File: src/rtl/sigmoid_pipe.sv
// Three-stage streaming piecewise-linear sigmoid with valid/ready handshake.
// Mode 1 turns the same datapath into sigma(x)*(1-sigma(x)) for backprop.
module sigmoid_pipe #(
  parameter int unsigned WIDTH = 32,
  parameter int unsigned FRAC  = 16
) (
  input  logic             clk,
  input  logic             rst,
  input  logic             in_valid,
  output logic             in_ready,
  input  logic [WIDTH-1:0] in_data,
  input  logic             in_mode,
  output logic             out_valid,
  input  logic             out_ready,
  output logic [WIDTH-1:0] out_data,
  output logic             busy
);

  typedef enum logic [1:0] {RegR0, RegR1, RegR2, RegR3} region_e;

  localparam logic [WIDTH-1:0] LP_LSB   = {{(WIDTH-1){1'b0}}, 1'b1};
  localparam logic [WIDTH-1:0] LP_ONE   = LP_LSB << FRAC;
  localparam logic [WIDTH-1:0] LP_MAX   = {1'b0, {(WIDTH-1){1'b1}}};
  localparam logic [WIDTH-1:0] LP_C5    = (LP_ONE << 2) + LP_ONE;
  localparam logic [WIDTH-1:0] LP_C2375 = (LP_ONE << 1) + (LP_ONE >> 2) + (LP_ONE >> 3);
  localparam logic [WIDTH-1:0] LP_K0    = (LP_ONE >> 1) + (LP_ONE >> 2) + (LP_ONE >> 4)
                                        + (LP_ONE >> 5);
  localparam logic [WIDTH-1:0] LP_K1    = (LP_ONE >> 1) + (LP_ONE >> 3);
  localparam logic [WIDTH-1:0] LP_K2    = LP_ONE >> 1;

  logic             w_stall;
  logic             w_accept;
  logic [WIDTH-1:0] w_neg;
  logic [WIDTH-1:0] w_mag;
  region_e          w_region;

  logic             r_s1_valid;
  logic             r_s1_sign;
  logic [WIDTH-1:0] r_s1_mag;
  region_e          r_s1_region;
  logic             r_s1_mode;

  logic [WIDTH-1:0] w_y_raw;
  logic [WIDTH-1:0] w_y_sel;
  logic [WIDTH-1:0] w_y;

  logic             r_s2_valid;
  logic [WIDTH-1:0] r_s2_y;
  logic             r_s2_mode;

  logic [WIDTH-1:0]   w_one_minus;
  logic [2*WIDTH-1:0] w_prod;
  logic [WIDTH-1:0]   w_deriv;
  logic [WIDTH-1:0]   w_s3_data;

  logic             r_s3_valid;
  logic [WIDTH-1:0] r_s3_data;

  assign w_stall   = r_s3_valid & ~out_ready;
  assign in_ready  = ~w_stall & ~rst;
  assign w_accept  = in_valid & in_ready;
  assign out_valid = r_s3_valid;
  assign out_data  = r_s3_data;
  assign busy      = r_s1_valid | r_s2_valid | r_s3_valid;

  // Negating the most negative value wraps back to itself; clamp it instead.
  assign w_neg = ~in_data + LP_LSB;

  always_comb begin
    w_mag    = in_data;
    w_region = RegR0;
    if (in_data[WIDTH-1]) begin
      w_mag = w_neg[WIDTH-1] ? LP_MAX : w_neg;
    end
    if (w_mag >= LP_C5) begin
      w_region = RegR3;
    end else if (w_mag >= LP_C2375) begin
      w_region = RegR2;
    end else if (w_mag >= LP_ONE) begin
      w_region = RegR1;
    end
  end

  always_comb begin
    w_y_raw = LP_ONE;
    unique case (r_s1_region)
      RegR3: w_y_raw = LP_ONE;
      RegR2: w_y_raw = (r_s1_mag >> 5) + LP_K0;
      RegR1: w_y_raw = (r_s1_mag >> 3) + LP_K1;
      RegR0: w_y_raw = (r_s1_mag >> 2) + LP_K2;
      default: w_y_raw = LP_ONE;
    endcase
    w_y_sel = r_s1_sign ? (LP_ONE - w_y_raw) : w_y_raw;
    w_y     = (w_y_sel == '0) ? LP_LSB : w_y_sel;
  end

  assign w_one_minus = LP_ONE - r_s2_y;
  assign w_prod      = {{WIDTH{1'b0}}, r_s2_y} * {{WIDTH{1'b0}}, w_one_minus};

  always_comb begin
    w_deriv   = WIDTH'(w_prod >> FRAC);
    w_s3_data = r_s2_y;
    if (r_s2_mode) begin
      w_s3_data = (w_deriv == '0) ? LP_LSB : w_deriv;
    end
  end

  always_ff @(posedge clk or posedge rst) begin
    if (rst) begin
      r_s1_valid  <= 1'b0;
      r_s1_sign   <= 1'b0;
      r_s1_mag    <= '0;
      r_s1_region <= RegR0;
      r_s1_mode   <= 1'b0;
      r_s2_valid  <= 1'b0;
      r_s2_y      <= '0;
      r_s2_mode   <= 1'b0;
      r_s3_valid  <= 1'b0;
      r_s3_data   <= '0;
    end else if (!w_stall) begin
      r_s1_valid <= w_accept;
      if (w_accept) begin
        r_s1_sign   <= in_data[WIDTH-1];
        r_s1_mag    <= w_mag;
        r_s1_region <= w_region;
        r_s1_mode   <= in_mode;
      end
      r_s2_valid <= r_s1_valid;
      r_s2_y     <= w_y;
      r_s2_mode  <= r_s1_mode;
      r_s3_valid <= r_s2_valid;
      r_s3_data  <= w_s3_data;
    end
  end

endmodule

File: config.mk
export PLATFORM = sky130hd
export DESIGN_NAME = sigmoid_pipe
export DESIGN_NICKNAME = d
export VERILOG_FILES = /design/src/rtl/sigmoid_pipe.sv
export SDC_FILE = /design/constraint.sdc
export NUM_CORES = 2
export LEC_CHECK = 0
export BUFFER_PORTS_ARGS = -buffer_cell sky130_fd_sc_hd__buf_2
export CAP_MARGIN = 40
export CORE_MARGIN = 2
export CORE_UTILIZATION = 50
export DETAILED_ROUTE_END_ITERATION = 10
export GPL_TIMING_DRIVEN = 0
export PLACE_DENSITY_LB_ADDON = 0.12
export SLEW_MARGIN = 5
export SYNTH_ARGS = -nofsm -noshare
export SYNTH_HDL_FRONTEND = slang
export SYNTH_SLANG_ARGS = --single-unit
File: constraint.sdc
create_clock -name clk -period 11.61 [get_ports clk]
set_input_delay 1.7415 -clock clk [delete_from_list [all_inputs] [get_ports clk]]
set_output_delay 1.7415 -clock clk [all_outputs]
set_load 0.01 [all_outputs]
==> metrics.md <==
| Metric | Value |
|---|---|
| Outcome | finished, final reports clean |
| R2R cell count | 30 |
| Syn. warnings | 0 |
| Worst Hold Class | register to register |
| Main synth FF type | dfrtp_1 |
| CTS tree | done |
| Synth area leader | fa_1 |
| # port buffers | slightly above 70 |
| WL/cell | 25.0 um |
| Clk sinks | roughly 100 |
| RePlAce Congestion | between 1 and 1.5 |
| Yosys reg bits | between 100 and 150 |
| DRC | 0 |
| Initial Utilization | about half |
| Post-Syn Nets | 5140 |
| Clock insertion delay at the later pin of the skew report | approximately 0.4 ns |
| Rel. slew slack | between 30% and 40% |
| Worst Tran Pin Value | about 0.99 ns |
| Core Region | around 0.073 mm2 |
| Worst-path maximum fanout | 12 |
| Post-DP HPWL | approximately 110000 um |
| Routed WL | 131000 um |
| Fmax | between 80 and 90 MHz |
| WHS Path Cells | 2 |
| Startpoint Class | register |
| Synth Instances | between 4k and 5k |
| Minimum clock period | 11.42 ns |
| Worst path most repeated cell | fa_1 |
| Endpoint class of the critical path | register |
| Setup Viol. Count Final | 0 |
| Clock-pin slew on the worst setup and hold paths | about 0.10 ns |
| RSZ-0062 raised after global routing | no |
| Final ANT Viol Nets | 0 |
| Slew Limit Fails | 0 |
| Area delta synth->final | 8.10% |
| H-tree Lvls | 3 |
| Pin count of the biggest net entering global routing | slightly below 60 |
| First-pass GRT wire length | approximately 200000 um |
| Fill count | between 6k and 7k |
| Critical-path top delay cell | ha_1 |
| PnR worst setup slack | roughly 0.19 ns |
| Kind of critical path | register to register |
| Skew final | between 0.02 and 0.03 ns |
| Die span in y | roughly 270 um |
| Maxcap violations | 0 |
| Asr flop ratio synth | 100% |
| Endpoints failing hold | 0 |
| WP data arrival | between 10 and 15 ns |
| Gr ovfl total | 0 |
| Die width | 274 um |
| Full die area | 0.0753 mm2 |
| CTS Root Cell | clkbuf_16 |
| Via-to-Cell Ratio | about 5.6 |
| TritonCTS buffer count | 9 |
| Top-area cell type share of the netlist area | 42.6% |
| Layout cell share with drive strength beyond 1 | under 10% |
| 1st-iter DRT viols | about 2.6k |
| Cell area after synthesis | around 0.037 mm2 |
| Pre-CTS setup slack | -1.18 ns |
| Avg Inst Size Synth | 8.87 um2 |
| Post-synth EDFFs | 0 |
| Top area cells in the synthesized netlist | fa_1, inv_1, nand2b_1 |
| Final Cycle Share | 98.3% |
| Worst path required time | ~12 ns |
| Fin nets | ~5.3k |
| First-pass DRT Iterations | 8 |
| Initial antenna violation count | 11 |
| Vias in the first global route | ~30k |
| I/O pins | 72 |
| All-Layer GR Usage | a little over a third |
| CP max stage delay | between 0.8 and 0.9 ns |
| Sequential area share after synthesis | just under 7% |
| Netlist cell types | around 80 |
| Via count | approximately 29k |
| FP Rows | 99 |
| Clock Path Buffers | 2 |
## cells by family (layout without fill, tap and decap cells)
group | Yosys count | after routing | share of synthesized area (%)
and+or+nand+nor | 1339 | 1339 | 20.3
buffers and inverters | 1137 | 1301 | 11.7
adders and majority gates | 983 | 983 | 49.6
AOI/OAI and AO/OA | 373 | 373 | 6.70
xor gates and xnor gates | 144 | 144 | 3.49
DFF | 101 | 101 | 6.92
muxes | 43 | 43 | 1.20
other | 0 | 4 | 0
## placed cells by master (no fill, tap or decap), types with 27 or more instances in the layout
| cell | netlist | layout |
|---|---|---|
| a21oi_1 | 63 | 63 |
| and2_1 | 112 | 112 |
| buf_2 | 11 | 88 |
| buf_6 | 0 | 38 |
| clkbuf_1 | 223 | 202 |
| dfrtp_1 | 101 | 101 |
| fa_1 | 778 | 778 |
| ha_1 | 205 | 199 |
| inv_1 | 884 | 882 |
| mux2i_1 | 36 | 36 |
| nand2_1 | 258 | 258 |
| nand2b_1 | 431 | 431 |
| nor2_1 | 140 | 140 |
| nor2b_1 | 206 | 206 |
| nor3_1 | 38 | 38 |
| nor4_1 | 30 | 27 |
| o21ai_0 | 106 | 106 |
| o31ai_1 | 28 | 28 |
| xnor2_1 | 84 | 82 |
| xor2_1 | 59 | 59 |
## worst max-delay path: cells and delay by family, from the launching register on
family          cells  cell delay, ns
fa+ha+maj          10            5.45
flops               1            0.73
xor+xnor            1            0.21
simple gates        7            1.91
buf+inv             7            1.13
compound gates      5            1.78
## what timing repair did
item,in CTS,in global routing
gates resized for setup,19,30
hold buffers,0,0
pin swaps,0,1
endpoints found under the setup margin,16,1
setup buffers,0,5
## metrics by stage
stage	std cells	utilization [%]	hold WS [ns]	TNS [ns]	area (um2)
2_1_floorplan	4120	-	0.446	0	36500
3_3_place_gp	5150	52.4	0.467	-17.15	38100
3_5_place_dp	5228	53.7	0.470	-4.77	39100
4_1_cts	5241	54.2	0.488	0	39400
5_1_grt	5243	54.3	0.507	0	39500
6_report	5247	54.3	0.485	0	39500
## flip-flops by register name, summed over array words and instances (netlist names)
register	cells
out_valid	1
r_s2_y	32
r_s2_valid	1
r_s1_sign	1
r_s1_region	2
r_s1_valid	1
r_s1_mag	29
out_data	32
r_s2_mode	1
r_s1_mode	1
## per-layer routing
| layer | track usage [%] | share of wire, % | up-vias |
|---|---|---|---|
| li1 | - | - | 12700 |
| met1 | 50.9 | 42 | 15100 |
| met2 | 55.7 | 45 | 1232 |
| met3 | 7.37 | 9.6 | 219 |
| met4 | 12.5 | 4.2 | 2 |
| met5 | 0 | 0.0092 | - |
## cell usage after synthesis, types with 84 or more instances
| cell | n |
|---|---|
| inv_1 | 884 |
| fa_1 | 778 |
| nand2b_1 | 431 |
| nand2_1 | 258 |
| clkbuf_1 | 223 |
| nor2b_1 | 206 |
| ha_1 | 205 |
| nor2_1 | 140 |
| and2_1 | 112 |
| o21ai_0 | 106 |
| dfrtp_1 | 101 |
| xnor2_1 | 84 |
## path summary, 6_finish.rpt
path                                         start                 endpoint  slack [ns]
hold / removal             out_data[3]$_DFFE_PP0N_  out_data[3]$_DFFE_PP0N_        0.49
max in group asynchronous                      rst    r_s2_y[6]$_DFFE_PP0N_        9.57
setup reg to reg             r_s2_y[0]$_DFFE_PP0N_  out_data[0]$_DFFE_PP0N_        0.19
hold reg to reg            out_data[3]$_DFFE_PP0N_  out_data[3]$_DFFE_PP0N_        0.49
min in group asynchronous                      rst   r_s1_valid$_DFFE_PP0N_        1.37
setup / recovery             r_s2_y[0]$_DFFE_PP0N_  out_data[0]$_DFFE_PP0N_        0.19
## final cells by class
class                      count  area (um2)  share of cell area, %
multi-input combinational   2882       29800                   75.5
inverter                     886        3340                   8.45
sequential                   101        2530                   6.40
timing repair buffer         156        1350                   3.40
tap                          959        1200                   3.04
buffer                       243         965                   2.44
clock buffer                  10         229                  0.580
clock inverter                 6        67.6                  0.171
antenna                        4        10.0                 0.0253
Power is not shown: default switching activity piles up to over one toggle a cycle in this logic, so the estimate is an artifact.
